===== src/rtl/uart_mem_pkg.sv =====
// rtl/uart_mem_pkg.sv - shared opcodes, response codes and state encodings for the UART memory model
package uart_mem_pkg;

    localparam logic [7:0] OP_READ  = 8'h01;
    localparam logic [7:0] OP_WRITE = 8'h02;
    localparam logic [7:0] RSP_ACK  = 8'hA5;
    localparam logic [7:0] RSP_ERR  = 8'hEE;

    typedef enum logic [2:0] {
        S_IDLE,
        S_ADDR,
        S_DATA,
        S_EXEC,
        S_RESP
    } state_t;

    typedef enum logic [1:0] {
        RX_IDLE,
        RX_START,
        RX_DATA,
        RX_STOP
    } rx_phase_t;

    function automatic logic [15:0] sat_inc16(input logic [15:0] v);
        return (v == 16'hFFFF) ? v : v + 16'd1;
    endfunction

endpackage


===== src/rtl/uart_mem_phy.sv =====
// rtl/uart_mem_phy.sv - 8N1 byte receiver with framing check and back-to-back byte transmitter
module uart_mem_phy
    import uart_mem_pkg::*;
#(
    parameter int CLK_PER_BIT = 16
) (
    input  logic       clk,
    input  logic       rst,
    input  logic       rx,
    output logic       tx,
    output logic [7:0] rx_tdata,
    output logic       rx_tvalid,
    output logic       rx_frame_err,
    output logic       rx_busy,
    input  logic [7:0] tx_tdata,
    input  logic       tx_tvalid,
    output logic       tx_tready
);

    localparam int CW = $clog2(CLK_PER_BIT);
    localparam logic [CW-1:0] BIT_LAST  = CW'(CLK_PER_BIT - 1);
    localparam logic [CW-1:0] HALF_LAST = CW'(CLK_PER_BIT / 2 - 1);

    logic            rx_meta;
    logic            rx_sync;
    logic            rx_prev;
    rx_phase_t       rx_phase;
    logic [CW-1:0]   rx_cnt;
    logic [2:0]      rx_bitn;
    logic [7:0]      rx_shreg;

    logic            tx_active;
    logic [9:0]      tx_shreg;
    logic [CW-1:0]   tx_cnt;
    logic [3:0]      tx_bitn;
    logic            tx_last;

    // rx_prev gives edge detection so a line held low after a bad stop bit cannot retrigger
    always_ff @(posedge clk) begin
        if (rst) begin
            rx_meta      <= 1'b1;
            rx_sync      <= 1'b1;
            rx_prev      <= 1'b1;
            rx_phase     <= RX_IDLE;
            rx_cnt       <= '0;
            rx_bitn      <= '0;
            rx_shreg     <= '0;
            rx_tdata     <= '0;
            rx_tvalid    <= 1'b0;
            rx_frame_err <= 1'b0;
        end else begin
            rx_meta      <= rx;
            rx_sync      <= rx_meta;
            rx_prev      <= rx_sync;
            rx_tvalid    <= 1'b0;
            rx_frame_err <= 1'b0;
            case (rx_phase)
                RX_IDLE: begin
                    if (rx_prev && !rx_sync) begin
                        rx_phase <= RX_START;
                        rx_cnt   <= '0;
                    end
                end
                RX_START: begin
                    if (rx_cnt == HALF_LAST) begin
                        rx_cnt  <= '0;
                        rx_bitn <= '0;
                        rx_phase <= rx_sync ? RX_IDLE : RX_DATA;
                    end else begin
                        rx_cnt <= rx_cnt + CW'(1);
                    end
                end
                RX_DATA: begin
                    if (rx_cnt == BIT_LAST) begin
                        rx_cnt   <= '0;
                        rx_shreg <= {rx_sync, rx_shreg[7:1]};
                        if (rx_bitn == 3'd7) begin
                            rx_phase <= RX_STOP;
                        end else begin
                            rx_bitn <= rx_bitn + 3'd1;
                        end
                    end else begin
                        rx_cnt <= rx_cnt + CW'(1);
                    end
                end
                RX_STOP: begin
                    if (rx_cnt == BIT_LAST) begin
                        rx_cnt   <= '0;
                        rx_phase <= RX_IDLE;
                        if (rx_sync) begin
                            rx_tvalid <= 1'b1;
                            rx_tdata  <= rx_shreg;
                        end else begin
                            rx_frame_err <= 1'b1;
                        end
                    end else begin
                        rx_cnt <= rx_cnt + CW'(1);
                    end
                end
                default: rx_phase <= RX_IDLE;
            endcase
        end
    end

    assign rx_busy = (rx_phase != RX_IDLE);

    // Ready during the final stop-bit cycle lets the next byte start with no idle gap
    assign tx_last   = tx_active && (tx_bitn == 4'd9) && (tx_cnt == BIT_LAST);
    assign tx_tready = !tx_active || tx_last;
    assign tx        = tx_active ? tx_shreg[0] : 1'b1;

    always_ff @(posedge clk) begin
        if (rst) begin
            tx_active <= 1'b0;
            tx_shreg  <= '1;
            tx_cnt    <= '0;
            tx_bitn   <= '0;
        end else if (tx_tvalid && tx_tready) begin
            tx_active <= 1'b1;
            tx_shreg  <= {1'b1, tx_tdata, 1'b0};
            tx_cnt    <= '0;
            tx_bitn   <= '0;
        end else if (tx_active) begin
            if (tx_cnt == BIT_LAST) begin
                tx_cnt   <= '0;
                tx_shreg <= {1'b1, tx_shreg[9:1]};
                if (tx_bitn == 4'd9) begin
                    tx_active <= 1'b0;
                end else begin
                    tx_bitn <= tx_bitn + 4'd1;
                end
            end else begin
                tx_cnt <= tx_cnt + CW'(1);
            end
        end
    end

endmodule


===== config.mk =====
export PLATFORM = sky130hd
export DESIGN_NAME = uart_mem_phy
export DESIGN_NICKNAME = d
export VERILOG_FILES = /design/src/rtl/uart_mem_pkg.sv /design/src/rtl/uart_mem_phy.sv
export SDC_FILE = /design/constraint.sdc
export NUM_CORES = 1
export LEC_CHECK = 0
export ABC_AREA = 1
export BUFFER_PORTS_ARGS = -buffer_cell sky130_fd_sc_hd__buf_4
export CORE_AREA = 2 2 59 116
export CTS_CLUSTER_DIAMETER = 30
export CTS_CLUSTER_SIZE = 14
export DETAILED_ROUTE_END_ITERATION = 12
export DIE_AREA = 0 0 61 118
export GPL_TIMING_DRIVEN = 0
export PLACE_DENSITY = 0.53
export REMOVE_ABC_BUFFERS = 1
export SYNTH_ARGS = -nofsm -noshare
export SYNTH_HDL_FRONTEND = slang
export SYNTH_SLANG_ARGS = --single-unit

===== constraint.sdc =====
create_clock -name clk -period 1.9 [get_ports clk]
set_clock_uncertainty 0.05 [all_clocks]
set_input_delay 0.38 -clock clk [delete_from_list [all_inputs] [get_ports clk]]
set_output_delay 0.38 -clock clk [all_outputs]
set_load 0.02 [all_outputs]

==> metrics, run 1 <==
TritonCTS buffer count 5; initial antenna violation count 0; final core occ 41.01%; Synth Cell Area 0.002137 mm²; port bufs 24; CTS tree done; vias post-DR 1832; crit path cell chain ha_2 -> nand2_1 -> nor2_2 -> nand2_1 -> nand2_4 -> buf_4; placed cells 402; endpoints failing setup 0; post-DR wirelength/cell 9.944 µm; total die area 0.007198 mm²; Setup TNS 0 ns; crit end category output port; Avg Inst Size Synth 7.147 µm²; width of the die 61 µm; GRT Overall Usage 13.09%; DRC errors left 0; Fmax 555.4 MHz; CP max FO 7; Post-Route WL 4107 µm; slew margin rel. 49.79%; Congestion Overflow GR 0; initial core utilization 33.87%; first-pass GRT wire length 7162 µm; DP HPWL 3022 µm; max-slew violations 0; top-area cell type share of the netlist area 44.96%; Gate Count Post-Synth 299; Final Hold Vio Count 0; Final Wtd Congestion 0.7304; fin nets 344; Crit Path Category reg -> out; leak pwr 1.219 nW; clk_lat worst skew 0.29 ns; Area contributors post-synth dfxtp_1, nand2_1, nor2_1, inv_1, o21ai_0; Post-DRT Antenna Nets 0; P&R area growth vs syn 21.08%; RSZ-0062 raised after global routing no; WP data required 1.47 ns; largest net degree at the start of global routing 32; cell repeated most along the worst path nand2_1; Core Footprint 0.006310 mm²; initial drt markers 67; Post-Layout Cell Count 413; cell family with most CP delay simple AND/OR/NAND/NOR gates; Synth Register Bits 48; Final Cycle Share 94.76%; clk slew on worst S/H paths 0.06 ns; CTS Sinks 48; # diodes 0; outcome finished, final reports clean; CP max stage cell dfxtp_1; sequential share of the synthesized area 44.96%; DR vias/cell 4.436; H-tree levels 2; fin crit period 1.800 ns; share of layout cells above drive strength 1 18.04%; placed cell areas 0.002386 mm²; Cell variety after synth 29; area leader, netlist dfxtp_1; Rows 41; total of max-cap violations 0; worst min-delay path class in -> reg; vias in the first global route 1678; worst path arrival time 1.37 ns; VDD IR max 0.0008532 V; CP peak stage delay 0.35 ns; CP bufs+invs 1; die height 118 µm; Yosys Warn Count 0; worst hold margin 0.2237 ns; Worst setup SP type flip-flop; fin area 0.002587 mm²; clk root buf clkbuf_16; worst-margin pin slew 0.7524 ns; Pre-antenna DRT Iters 4; Pwr Density 908.0 mW/mm²; Clock Path Buffers 2; I/O pin cnt 25
==> state kept, by name, indices dropped and copies added, names as in the netlist, named ones only <==
| signal | cells |
|---|---|
| tx_cnt | 4 |
| tx_shreg | 9 |
| rx_shreg | 8 |
| tx_bitn | 4 |
| rx_tdata | 8 |
| rx_prev | 1 |
| rx_phase | 1 |
| rx_cnt | 4 |
| rx_sync | 1 |
| rx_bitn | 3 |
| rx_tvalid | 1 |
| tx_active | 1 |
| rx_meta | 1 |
| rx_frame_err | 1 |
==> kinds of logic after synthesis <==
kind of cell | Yosys count | share of synthesized area, %
and+or+nand+nor | 151 | 31.03
DFF | 48 | 44.96
adders and majority gates | 6 | 3.513
xor gates and xnor gates | 3 | 1.230
AOI/OAI and AO/OA | 40 | 9.661
buffers and inverters | 51 | 9.601
==> worst register-to-register path, delay by kind of cell, from the launching register on <==
kind                       cells  cell delay, ns
AOI/OAI and AO/OA              1            0.44
adders and majority gates      1            0.20
DFF                            1            0.35
and+or+nand+nor                4            0.29
buffers and inverters          2            0.22
==> final timing paths <==
path	from	to	slack (ns)	depth (start not counted)
hold / removal	rx	rx_meta$_SDFF_PP1_	0.22	2
hold reg to reg	rx_meta$_SDFF_PP1_	rx_sync$_SDFF_PP1_	0.36	1
setup reg to reg	tx_cnt[1]$_SDFFE_PP0P_	tx_shreg[1]$_SDFFE_PP1P_	0.24	8
setup / recovery	tx_cnt[1]$_SDFFE_PP0P_	tx_tready	0.1	6
==> metal layers <==
layer  vias to the layer above  global-route usage (%)  wire [µm]
li1                        989                       -          -
met1                       815                   14.17       1649
met2                        21                   22.31       2227
met3                         7                   3.297        123
met4                         0                   6.522        106
met5                         -                       0          0
==> area by class of cell <==
| type | count | area [µm²] |
|---|---|---|
| Clock inverter | 3 | 42.54 |
| Inverter | 44 | 166.4 |
| Clock buffer | 5 | 125.1 |
| Fill cell | 679 | 3722 |
| Tap cell | 86 | 107.6 |
| Timing Repair Buffer | 27 | 202.7 |
| Multi-Input combinational cell | 200 | 978.4 |
| Sequential cell | 48 | 964.7 |
==> what timing repair did <==
| action | in CTS | in global routing |
|---|---|---|
| setup buffers | 0 | 3 |
| hold buffers | 0 | 0 |
| hold endpoints to repair | 0 | 0 |
| endpoints found under the setup margin | 1 | 7 |
| gates resized for setup | 1 | 5 |
==> power breakdown <==
| group | internal [mW] | total (mW) | switching, mW |
|---|---|---|---|
| Sequential | 1.05 | 1.09 | 0.0342 |
| Clock | 0.618 | 0.996 | 0.378 |
| Combinational | 0.105 | 0.269 | 0.164 |
| Total | 1.77 | 2.35 | 0.576 |
==> per-stage QoR <==
stage	worst slack, ns	power, mW
3_3_place_gp	0.02545	1.369
2_1_floorplan	0.4259	1.291
3_5_place_dp	0.01744	1.375
6_report	0.09955	2.349
4_1_cts	0.01899	2.387
5_1_grt	0.002005	2.475
==> synthesized netlist by cell type <==
master,number
nor3_1,3
nand2_1,64
o21ai_2,1
xnor2_1,1
nor2_2,1
or2_2,3
clkbuf_1,4
o21a_1,1
buf_2,1
ha_1,6
nor2_1,44
a21oi_1,13
inv_1,39
nand3_2,1
nand3_1,22
or2_0,2
nand2_4,1
buf_6,1
nand4_1,4
xor2_1,2
clkinv_2,1
nand2_2,4
nor2_4,1
inv_2,4
o21ai_1,2
o21ai_0,23
buf_4,1
dfxtp_1,48
nand4_2,1
==> placed cells by master, fill, tap and decap left out, drive strengths merged, types with 2 or more instances in the layout <==
cell    count
nand2      69
dfxtp      48
nor2       46
inv        43
buf        27
o21ai      26
nand3      23
a21oi      13
ha          6
clkbuf      5
nand4       5
or2         5
nor3        3
xor2        2
clkinv      2
(Power assumes the default switching activity.)
==> inputs of run 2 (changes only) <==
--- a/config.mk
+++ b/config.mk
@@ -9,3 +9,3 @@
 export BUFFER_PORTS_ARGS = -buffer_cell sky130_fd_sc_hd__buf_4
-export CORE_AREA = 2 2 59 116
+export CORE_AREA = 2 2 50 98
 export CTS_CLUSTER_DIAMETER = 30
@@ -13,5 +13,5 @@
 export DETAILED_ROUTE_END_ITERATION = 12
-export DIE_AREA = 0 0 61 118
+export DIE_AREA = 0 0 52 100
 export GPL_TIMING_DRIVEN = 0
-export PLACE_DENSITY = 0.53
+export PLACE_DENSITY = 0.7
 export REMOVE_ABC_BUFFERS = 1
--- a/constraint.sdc
+++ b/constraint.sdc
@@ -4,2 +4,2 @@
 set_output_delay 0.38 -clock clk [all_outputs]
-set_load 0.02 [all_outputs]
+set_load 0.1 [all_outputs]
==> run 2 against run 1 <==
- via count up 1.1%
- cell count down 7.7%
- largest power group unchanged
- critical path depth unchanged
==> metrics, run 2 (synthesis results as in run 1) <==
vias in the first global route 1721 (+2.6%); Congestion Overflow GR 0 (unchanged); CTS Sinks 48 (unchanged); initial antenna violation count 0 (unchanged); slew margin rel. 46.39% (-3.4 points); worst-margin pin slew 0.8033 ns (+0.05091 ns); # diodes 0 (unchanged); largest net degree at the start of global routing 32 (unchanged); Flop pwr share 53.5% (+7.3 points); fin area 0.002492 mm² (-3.7%); wire length on met3 170 µm (+38%); max reg flops 9 (unchanged); CTS tree done; first-pass GRT wire length 6837 µm (-4.5%); Crit Path Category reg -> out; clk_lat worst skew 0.30 ns (about the same); Final Wtd Congestion 0.7767 (+6.3%); crit path cell chain ha_2 -> nand2_1 -> nor2_2 -> nand2_1 -> nand2_4 -> buf_12; RSZ-0062 raised after global routing no; clk root buf clkbuf_8; GRT Overall Usage 16.34% (+3.3 points); Post-Layout Cell Count 381 (-7.7%); NetSw 0.5704 mW (-0.91%); Setup TNS 0 ns (unchanged); metal1 wirelength 1726 µm (+4.7%); Clk pwr share 30.7% (-12 points); Top reg by flops tx_shreg; initial drt markers 41 (-39%); most common cell after layout, fill and taps aside nand2_1; vias post-DR 1853 (+1.1%); Pwr Density 812.6 mW/mm² (-11%); Post-Route WL 3833 µm (-6.7%); DP HPWL 2694 µm (-11%); DRC errors left 0 (unchanged); cell repeated most along the worst path nand2_1; placed cell areas 0.002347 mm² (-1.6%); worst min-delay path class in -> reg; DR vias/cell 4.864 (+9.6%); Hold Buf Count CTS 0 (unchanged); outcome finished, final reports clean; I/O pin cnt 25 (unchanged); leak pwr 1.186 nW (-2.7%); post-DR wirelength/cell 10.06 µm (+1.2%); Final Cycle Share 95.02% (+0.25 points); highest metal used met4; Final Hold Vio Count 0 (unchanged); Tot Pwr 2.025 mW (-14%); Gate power share 15.8% (+4.4 points); max-slew violations 0 (unchanged); TritonCTS buffer count 5 (unchanged); share of layout cells above drive strength 1 18.40% (+0.36 points); Fmax 553.9 MHz (-0.27%); fin nets 343 (-0.29%); CP max stage cell dfxtp_2; most frequent cells in the layout nand2_1, dfxtp_1, nor2_1, inv_1, buf_4; port bufs 24 (unchanged); fin crit period 1.805 ns (+0.004844 ns); CP peak stage delay 0.36 ns (about the same); Top Registers tx_shreg: 9 flops, rx_shreg: 8 flops, rx_tdata: 8 flops; WP data required 1.47 ns (about the same); initial core utilization 47.38% (+14 points); VDD IR max 0.0005940 V (-30%); CP max FO 4 (-3); total of max-cap violations 0 (unchanged); crit end category output port; Worst setup SP type flip-flop; placed cells 371 (-7.7%); worst path arrival time 1.38 ns (about the same); endpoints failing setup 0 (unchanged); internal power 1.455 mW (-18%); die height 100 µm (-15%); Rows 35 (-15%); Filler cells 431 (-37%); total die area 0.005200 mm² (-28%); clk slew on worst S/H paths 0.08 ns (+0.02 ns); Pre-antenna DRT Iters 4 (unchanged); P&R area growth vs syn 16.63%; H-tree levels 2 (unchanged); met2 wire length 1889 µm (-15%); Post-DRT Antenna Nets 0 (unchanged); switch share 28.16% (+3.7 points); Core Footprint 0.004511 mm² (-29%); width of the die 52 µm (-15%); Clock Path Buffers 2 (unchanged)
-- run 2: power by group through the flow --
stage,logic (mW),registers (mW),clock network [mW]
after global placement,0.300,1.10,0
after CTS,0.320,1.08,0.644
after detailed placement,0.307,1.11,0
after floorplan,0.236,1.10,0
after global routing,0.370,1.09,0.679
final,0.321,1.08,0.621
-- run 2: layout make-up --
cell class	instances	area, µm²	share of cell area, %
Tap cell	55	68.82	2.761
Inverter	44	166.4	6.677
Sequential cell	48	967.2	38.81
Multi-Input combinational cell	200	988.4	39.66
Clock buffer	7	86.33	3.464
Clock inverter	1	7.507	0.3012
Timing Repair Buffer	26	207.7	8.333
-- run 2: timing repair --
item                                    in CTS  in global routing
gates resized for setup                      5                  8
setup buffers                                2                  0
pin swaps                                    0                  1
endpoints found under the setup margin       1                 10
-- run 2: worst max-delay path: cells and delay by family (launching register included) --
family | cells | cell delay (ns)
buffers and inverters | 1 | 0.17
flip-flops | 1 | 0.36
adder cells (fa/ha/maj) | 1 | 0.19
AND/OR/NAND/NOR | 4 | 0.36
-- run 2: per-layer routing --
layer	vias to the layer above	global-route usage, %
met5	-	0
met4	0	5.466
met3	5	3.274
met2	43	28.53
met1	817	19.28
li1	988	-
-- run 2: stage by stage --
step | worst slack (ns) | hold slack (ns) | util (%)
4_1_cts | 0.05029 | 0.2052 | 54.79
2_1_floorplan | 0.2002 | 0.3395 | -
3_3_place_gp | 0.08723 | 0.3449 | 52.04
5_1_grt | 0.01730 | 0.2116 | 55.26
3_5_place_dp | 0.04219 | 0.3433 | 52.04
6_report | 0.09471 | 0.2148 | 55.26
-- run 2: final timing paths --
path | slack [ns] | cells past startpoint | startpoint | endpoint
worst max-delay path | 0.09 | 6 | tx_cnt[0]$_SDFFE_PP0P_ | tx_tready
worst min-delay path | 0.21 | 2 | rx | rx_meta$_SDFF_PP1_
worst max register to register | 0.24 | 10 | tx_bitn[1]$_SDFFE_PP0P_ | tx_cnt[2]$_SDFFE_PP0P_
worst min register to register | 0.36 | 1 | rx_meta$_SDFF_PP1_ | rx_sync$_SDFF_PP1_
